$ cat src/rtl/exec_writeback_stage_pkg.sv
// Shared definitions for the execute/writeback stage.
//   - opcode encodings produced by the decoder/ALU
//   - FSM state type
//   - bit positions inside the {N,Z,C,V} flags nibble
//   - small decode helpers
package exec_writeback_stage_pkg;

  localparam logic [3:0] OP_ADD  = 4'b0000;
  localparam logic [3:0] OP_SUB  = 4'b0001;
  localparam logic [3:0] OP_MUL  = 4'b0010;
  localparam logic [3:0] OP_OR   = 4'b0011;
  localparam logic [3:0] OP_AND  = 4'b0100;
  localparam logic [3:0] OP_XOR  = 4'b0101;
  localparam logic [3:0] OP_MOVI = 4'b0110;
  localparam logic [3:0] OP_MOV  = 4'b0111;
  localparam logic [3:0] OP_CMP  = 4'b1011;
  localparam logic [3:0] OP_LDR  = 4'b1101;
  localparam logic [3:0] OP_STR  = 4'b1110;

  localparam int FLAG_N = 3;
  localparam int FLAG_Z = 2;
  localparam int FLAG_C = 1;
  localparam int FLAG_V = 0;

  typedef enum logic [0:0] {
    IDLE     = 1'b0,
    MEM_WAIT = 1'b1
  } wb_state_t;

  // Data-processing ops occupy the lower half of the opcode space (0000-0111).
  function automatic logic is_data_proc(input logic [3:0] op);
    return (op[3] == 1'b0);
  endfunction

  function automatic logic is_mem_op(input logic [3:0] op);
    return (op == OP_LDR) || (op == OP_STR);
  endfunction

endpackage

$ cat src/rtl/exec_writeback_stage_mem_timeout_counter.sv
// Memory-access watchdog for the execute/writeback stage.
// Only instantiated when MEM_TIMEOUT_EN is defined.
// Ports:
//   clk, rst  - clock, asynchronous active-high reset
//   clear     - restart the count (asserted on the edge that enters MEM_WAIT)
//   wait_tick - one MEM_WAIT cycle elapsed without an ack
//   expired   - this wait_tick is the TIMEOUT_CYCLES-th one; abort the access
module mem_timeout_counter #(
  parameter int TIMEOUT_CYCLES = 16
) (
  input  logic clk,
  input  logic rst,
  input  logic clear,
  input  logic wait_tick,
  output logic expired
);

  localparam int CW = $clog2(TIMEOUT_CYCLES + 1) + 1;
  localparam logic [CW-1:0] LAST_COUNT = CW'(TIMEOUT_CYCLES - 1);

  logic [CW-1:0] count_reg;
  logic [CW-1:0] count_next;

  // Expiry is flagged on the tick that would bring the count to TIMEOUT_CYCLES,
  // so the request is held for exactly TIMEOUT_CYCLES wait cycles.
  assign expired = wait_tick && (count_reg == LAST_COUNT);

  always_comb begin
    count_next = count_reg;
    if (clear) begin
      count_next = '0;
    end else if (wait_tick) begin
      count_next = count_reg + 1'b1;
    end
  end

  always_ff @(posedge clk or posedge rst) begin
    if (rst) begin
      count_reg <= '0;
    end else begin
      count_reg <= count_next;
    end
  end

endmodule

$ cat src/rtl/exec_writeback_stage.sv
// Execute/writeback stage: retires one ALU result per handshake.
//   - data-processing ops (0000-0111): register writeback, optional flags update
//   - CMP: flags update only
//   - LDR/STR: blocking memory access over mem_req/mem_ack; LDR writes back
//     the load data one cycle after the ack
// Instructions with cond_met=0 are dropped. in_ready is low while an access
// is outstanding.
// Optional feature macro: MEM_TIMEOUT_EN -- aborts an access after
// TIMEOUT_CYCLES cycles without ack and raises the sticky err output.
// Ports:
//   clk, rst                    - clock, asynchronous active-high reset
//   in_valid/in_ready           - upstream handshake
//   alu_out, store_data, opcode, cond_met, s_bit, flags_in, rd - instruction
//   mem_req/we/addr/wdata/rdata/ack - memory port
//   wb_en/wb_addr/wb_data       - register-file write port
//   flags_q                     - architectural flags {N,Z,C,V}
//   err                         - sticky memory-timeout error
module exec_writeback_stage
  import exec_writeback_stage_pkg::*;
#(
  parameter int REG_AW         = 4,
  parameter int TIMEOUT_CYCLES = 16
) (
  input  logic              clk,
  input  logic              rst,
  input  logic              in_valid,
  output logic              in_ready,
  input  logic [31:0]       alu_out,
  input  logic [31:0]       store_data,
  input  logic [3:0]        opcode,
  input  logic              cond_met,
  input  logic              s_bit,
  input  logic [3:0]        flags_in,
  input  logic [REG_AW-1:0] rd,
  output logic              mem_req,
  output logic              mem_we,
  output logic [31:0]       mem_addr,
  output logic [31:0]       mem_wdata,
  input  logic [31:0]       mem_rdata,
  input  logic              mem_ack,
  output logic              wb_en,
  output logic [REG_AW-1:0] wb_addr,
  output logic [31:0]       wb_data,
  output logic [3:0]        flags_q,
  output logic              err
);

  wb_state_t         state_reg, state_next;
  logic              mem_req_reg, mem_we_reg;
  logic [31:0]       mem_addr_reg, mem_wdata_reg;
  logic              wb_en_reg;
  logic [REG_AW-1:0] wb_addr_reg, ld_rd_reg;
  logic [31:0]       wb_data_reg;
  logic [3:0]        flags_reg;

  logic exec_go;    // accepted instruction whose condition passed
  logic mem_start;  // exec_go for LDR/STR
  logic mem_done;   // ack observed while the request is outstanding
  logic mem_abort;  // watchdog expiry (never when ack arrives the same cycle)

  // in_ready is forced low during reset so every output reads 0 under rst.
  assign in_ready  = (state_reg == IDLE) && !rst;
  assign exec_go   = in_valid && (state_reg == IDLE) && cond_met;
  assign mem_start = exec_go && is_mem_op(opcode);
  assign mem_done  = (state_reg == MEM_WAIT) && mem_ack;

`ifdef MEM_TIMEOUT_EN
  logic timeout_expired;
  logic err_reg;

  mem_timeout_counter #(
    .TIMEOUT_CYCLES(TIMEOUT_CYCLES)
  ) u_timeout (
    .clk      (clk),
    .rst      (rst),
    .clear    (mem_start),
    .wait_tick((state_reg == MEM_WAIT) && !mem_ack),
    .expired  (timeout_expired)
  );

  assign mem_abort = timeout_expired;

  always_ff @(posedge clk or posedge rst) begin
    if (rst) begin
      err_reg <= 1'b0;
    end else if (mem_abort) begin
      err_reg <= 1'b1;
    end
  end

  assign err = err_reg;
`else
  assign mem_abort = 1'b0;
  assign err       = 1'b0;
`endif

  // Next-state logic
  always_comb begin
    state_next = state_reg;
    unique case (state_reg)
      IDLE: begin
        if (mem_start) begin
          state_next = MEM_WAIT;
        end
      end
      MEM_WAIT: begin
        if (mem_done || mem_abort) begin
          state_next = IDLE;
        end
      end
      default: state_next = IDLE;
    endcase
  end

  always_ff @(posedge clk or posedge rst) begin
    if (rst) begin
      state_reg <= IDLE;
    end else begin
      state_reg <= state_next;
    end
  end

  // Datapath / output registers
  always_ff @(posedge clk or posedge rst) begin
    if (rst) begin
      mem_req_reg   <= 1'b0;
      mem_we_reg    <= 1'b0;
      mem_addr_reg  <= '0;
      mem_wdata_reg <= '0;
      wb_en_reg     <= 1'b0;
      wb_addr_reg   <= '0;
      wb_data_reg   <= '0;
      ld_rd_reg     <= '0;
      flags_reg     <= '0;
    end else begin
      wb_en_reg <= 1'b0;  // single-cycle strobe
      if (exec_go) begin
        if (is_data_proc(opcode)) begin
          wb_en_reg   <= 1'b1;
          wb_addr_reg <= rd;
          wb_data_reg <= alu_out;
          if (s_bit) begin
            flags_reg <= flags_in;
          end
        end else if (opcode == OP_CMP) begin
          flags_reg <= flags_in;
        end else if (opcode == OP_LDR) begin
          mem_req_reg  <= 1'b1;
          mem_we_reg   <= 1'b0;
          mem_addr_reg <= alu_out;
          ld_rd_reg    <= rd;
        end else if (opcode == OP_STR) begin
          mem_req_reg   <= 1'b1;
          mem_we_reg    <= 1'b1;
          mem_addr_reg  <= alu_out;
          mem_wdata_reg <= store_data;
        end
      end
      if (mem_done) begin
        mem_req_reg <= 1'b0;
        if (!mem_we_reg) begin
          wb_en_reg   <= 1'b1;
          wb_addr_reg <= ld_rd_reg;
          wb_data_reg <= mem_rdata;
        end
      end else if (mem_abort) begin
        mem_req_reg <= 1'b0;
      end
    end
  end

  assign mem_req   = mem_req_reg;
  assign mem_we    = mem_we_reg;
  assign mem_addr  = mem_addr_reg;
  assign mem_wdata = mem_wdata_reg;
  assign wb_en     = wb_en_reg;
  assign wb_addr   = wb_addr_reg;
  assign wb_data   = wb_data_reg;
  assign flags_q   = flags_reg;

endmodule

$ cat config.mk
export PLATFORM = sky130hd
export DESIGN_NAME = exec_writeback_stage
export DESIGN_NICKNAME = d
export VERILOG_FILES = /design/src/rtl/exec_writeback_stage_pkg.sv /design/src/rtl/exec_writeback_stage_mem_timeout_counter.sv /design/src/rtl/exec_writeback_stage.sv
export SDC_FILE = /design/constraint.sdc
export NUM_CORES = 1
export LEC_CHECK = 0
export ABC_AREA = 1
export CAP_MARGIN = 20
export CORE_MARGIN = 1
export CORE_UTILIZATION = 43
export CTS_CLUSTER_SIZE = 14
export DETAILED_ROUTE_END_ITERATION = 10
export HOLD_SLACK_MARGIN = 0.12
export PLACE_DENSITY = 0.8
export SKIP_CTS_REPAIR_TIMING = 1
export SYNTH_ARGS = -nofsm -noshare
export SYNTH_HDL_FRONTEND = slang
export SYNTH_SLANG_ARGS = --single-unit
$ cat constraint.sdc
create_clock -name clk -period 4.7 [get_ports clk]
set_input_delay 1.41 -clock clk [delete_from_list [all_inputs] [get_ports clk]]
set_output_delay 1.41 -clock clk [all_outputs]
set_load 0.03 [all_outputs]
==> out/qor.yml <==
clock_tree:
  clk_latency_ns: 0.34
  cts_buffer_depth: 2
  h-tree-depth: 3
  clkSlewWorstSetupHoldPaths_ns: 0.07
  tritoncts: "yes"
  cts_buffers: 9
  clock-sinks: 112
  cts_root_buffer: "clkbuf_16"
routing:
  drtIter0Drc: 268
  avgRoutedWirePerCell_microns: 13.9
  vias: 5132
  finalWirelength_mm: 15.2
  viasPerCell: 4.69
  drcViolationCount: 0
  drt-pass1-iter-count: 4
  ant_nets: 0
finish:
  nets: 1036
  syn_to_final_growth_pct: 48.4
  diodes: 0
  stdcell_count: 1095
  drive_gt1_share_pct: 7.44
worst_setup_path:
  end_kind: "primary output"
  r2r_end: "mem_addr[6]"
  startpoint_type: "input port"
  crit_fanout: 2
  cp.arrival_ns: 2.72
  required_ns: 3.29
  rrSetupSlack_ns: 2.50
  critPathKind: "in -> out"
  reg2regPathDepth: 6
  crit_end: "in_ready"
  r2r_start: "state_reg"
  startpoint: "rst"
grt:
  grt_pass1_vias: 4949
  grt_max_degree: 76
  antenna_found_initial: 0
  gr-usage-all-layers_pct: 23.9
  gr-total-overflow: 0
  grt_pass1_wl_mm: 24.5
synthesis:
  synth_area_leaders: "dfrtp_1 (52%), nand2_1 (22%), nand3_1 (6.8%)"
  synth_top_area_share_pct: 51.6
  yosysMostFrequentCell: "nand2_1"
  synthFlopType: "dfrtp_1"
  ys_seq_area_share_pct: 51.6
  synth_fp_nets: 836
  synth-seq-cells: 112
  syn_area_sq_um: 5430
  synth_area_per_cell_sq_um: 7.52
  yosys_warnings: 0
  async_flop_share_pct: 100
  ys_types: 18
  syn_inst: 722
  synth_common_cells: "nand2_1 (324), dfrtp_1 (112), inv_1 (79)"
  yosysTopAreaCell: "dfrtp_1"
  synth-edff-count: 0
sta:
  tightest_slew_ns: 0.742
  fmax_mhz: 242
  final.min_clock_period_ns: 4.13
  setup_viol: 0
  hold_viol_final: 0
  finalCritPeriodShare_pct: 87.8
  slew_headroom_pct: 50.4
  timing.setup.tns_ns: 0
  clock_skew_ns: 0.00652
  rsz0062_at_grt: "false"
  slew_violations: 0
die:
  die_h_microns: 114
  core_sq_um: 12200
  die_w_microns: 114
  boundaryPins: 223
  die_area_sq_um: 13100
  rows: 40
  initial_core_util_pct: 44.6
place:
  placed_cells: 1079
  place_congestion: 0.784
  io_buffers: 221
  detailed_place_hpwl_mm: 10.4
pwr:
  p_leak_uw: 0.00414
  power_density_nw_per_um2: 431
  max-vdd-ir-drop_mv: 0.294
job:
  cap_violations: 0
run_status:
  outcome: "complete, no violations"
hold_path:
  hold_path.class: "reg -> reg"
==> per-stage QoR <==
step | hold slack [ns] | area (sq um) | util [%] | power [uW] | setup slack (ns)
after floorplan | 0.446 | 5430 | - | 2030 | 0.331
after global placement | 0.458 | 7720 | 63.5 | 2620 | 0.560
after detailed placement | 0.465 | 7720 | 63.5 | 2640 | 0.555
after CTS | 0.482 | 8050 | 66.2 | 3500 | 0.558
after global routing | 0.494 | 8050 | 66.2 | 3660 | 0.554
final | 0.475 | 8050 | 66.2 | 3470 | 0.575
==> metal layers <==
| layer | global-route usage [%] | vias to the layer above | share of wire (%) |
|---|---|---|---|
| met5 | 0 | - | 0 |
| met4 | 7.97 | 0 | 1.8 |
| met3 | 7.89 | 22 | 10 |
| met2 | 39.8 | 197 | 46 |
| met1 | 29.1 | 2328 | 42 |
| li1 | - | 2585 | - |
==> power by group <==
group	switching, uW	internal [uW]	leakage [uW]
sequential	133	1170	0.00143
clock	336	512	0.000163
combinational	744	571	0.00254
total	1210	2260	0.00414
==> kinds of logic after synthesis <==
kind of cell	share of synthesized area, %
and+or+nand+nor	34.4
buffers and inverters	9.80
DFF	51.6
AOI/OAI and AO/OA	4.10
other	0.0691
==> how the worst min path moves through the flow <==
| stage | start | cells after the start | endpoint | slack [ns] |
|---|---|---|---|---|
| after floorplan | ld_rd_reg[0] | 2 | ld_rd_reg[0] | 0.45 |
| after global placement | flags_q[2] | 2 | flags_q[2] | 0.46 |
| after detailed placement | flags_q[1] | 2 | flags_q[1] | 0.46 |
| after CTS | flags_q[1] | 2 | flags_q[1] | 0.48 |
| after global routing | mem_wdata[29] | 2 | mem_wdata[29] | 0.49 |
| final | flags_q[1] | 2 | flags_q[1] | 0.48 |
==> worst max-delay path, cell delays in order <==
cell and delay [ns]:
clkdlybuf4s50_1 0.46, nor2_1 0.16, clkdlybuf4s50_1 0.69
==> area by class of cell <==
class / count / area [sq um]
timing repair buffer: 230 / 2300
sequential: 112 / 2800
fill: 1044 / 4110
clock buffer: 14 / 274
inverter: 80 / 303
clock inverter: 2 / 60.1
multi-input combinational: 489 / 2100
tap: 168 / 210
==> cells in the final DEF (no fill, tap or decap), drive strengths merged <==
master           n
buf             10
bufinv           2
clkbuf          14
clkdlybuf4s50  220
conb             1
dfrtp          112
inv             80
nand2          327
nand3           75
nor2             6
o211ai           1
o21ai           43
or2             36
No activity file was read; power rests on OpenSTA's default activity.
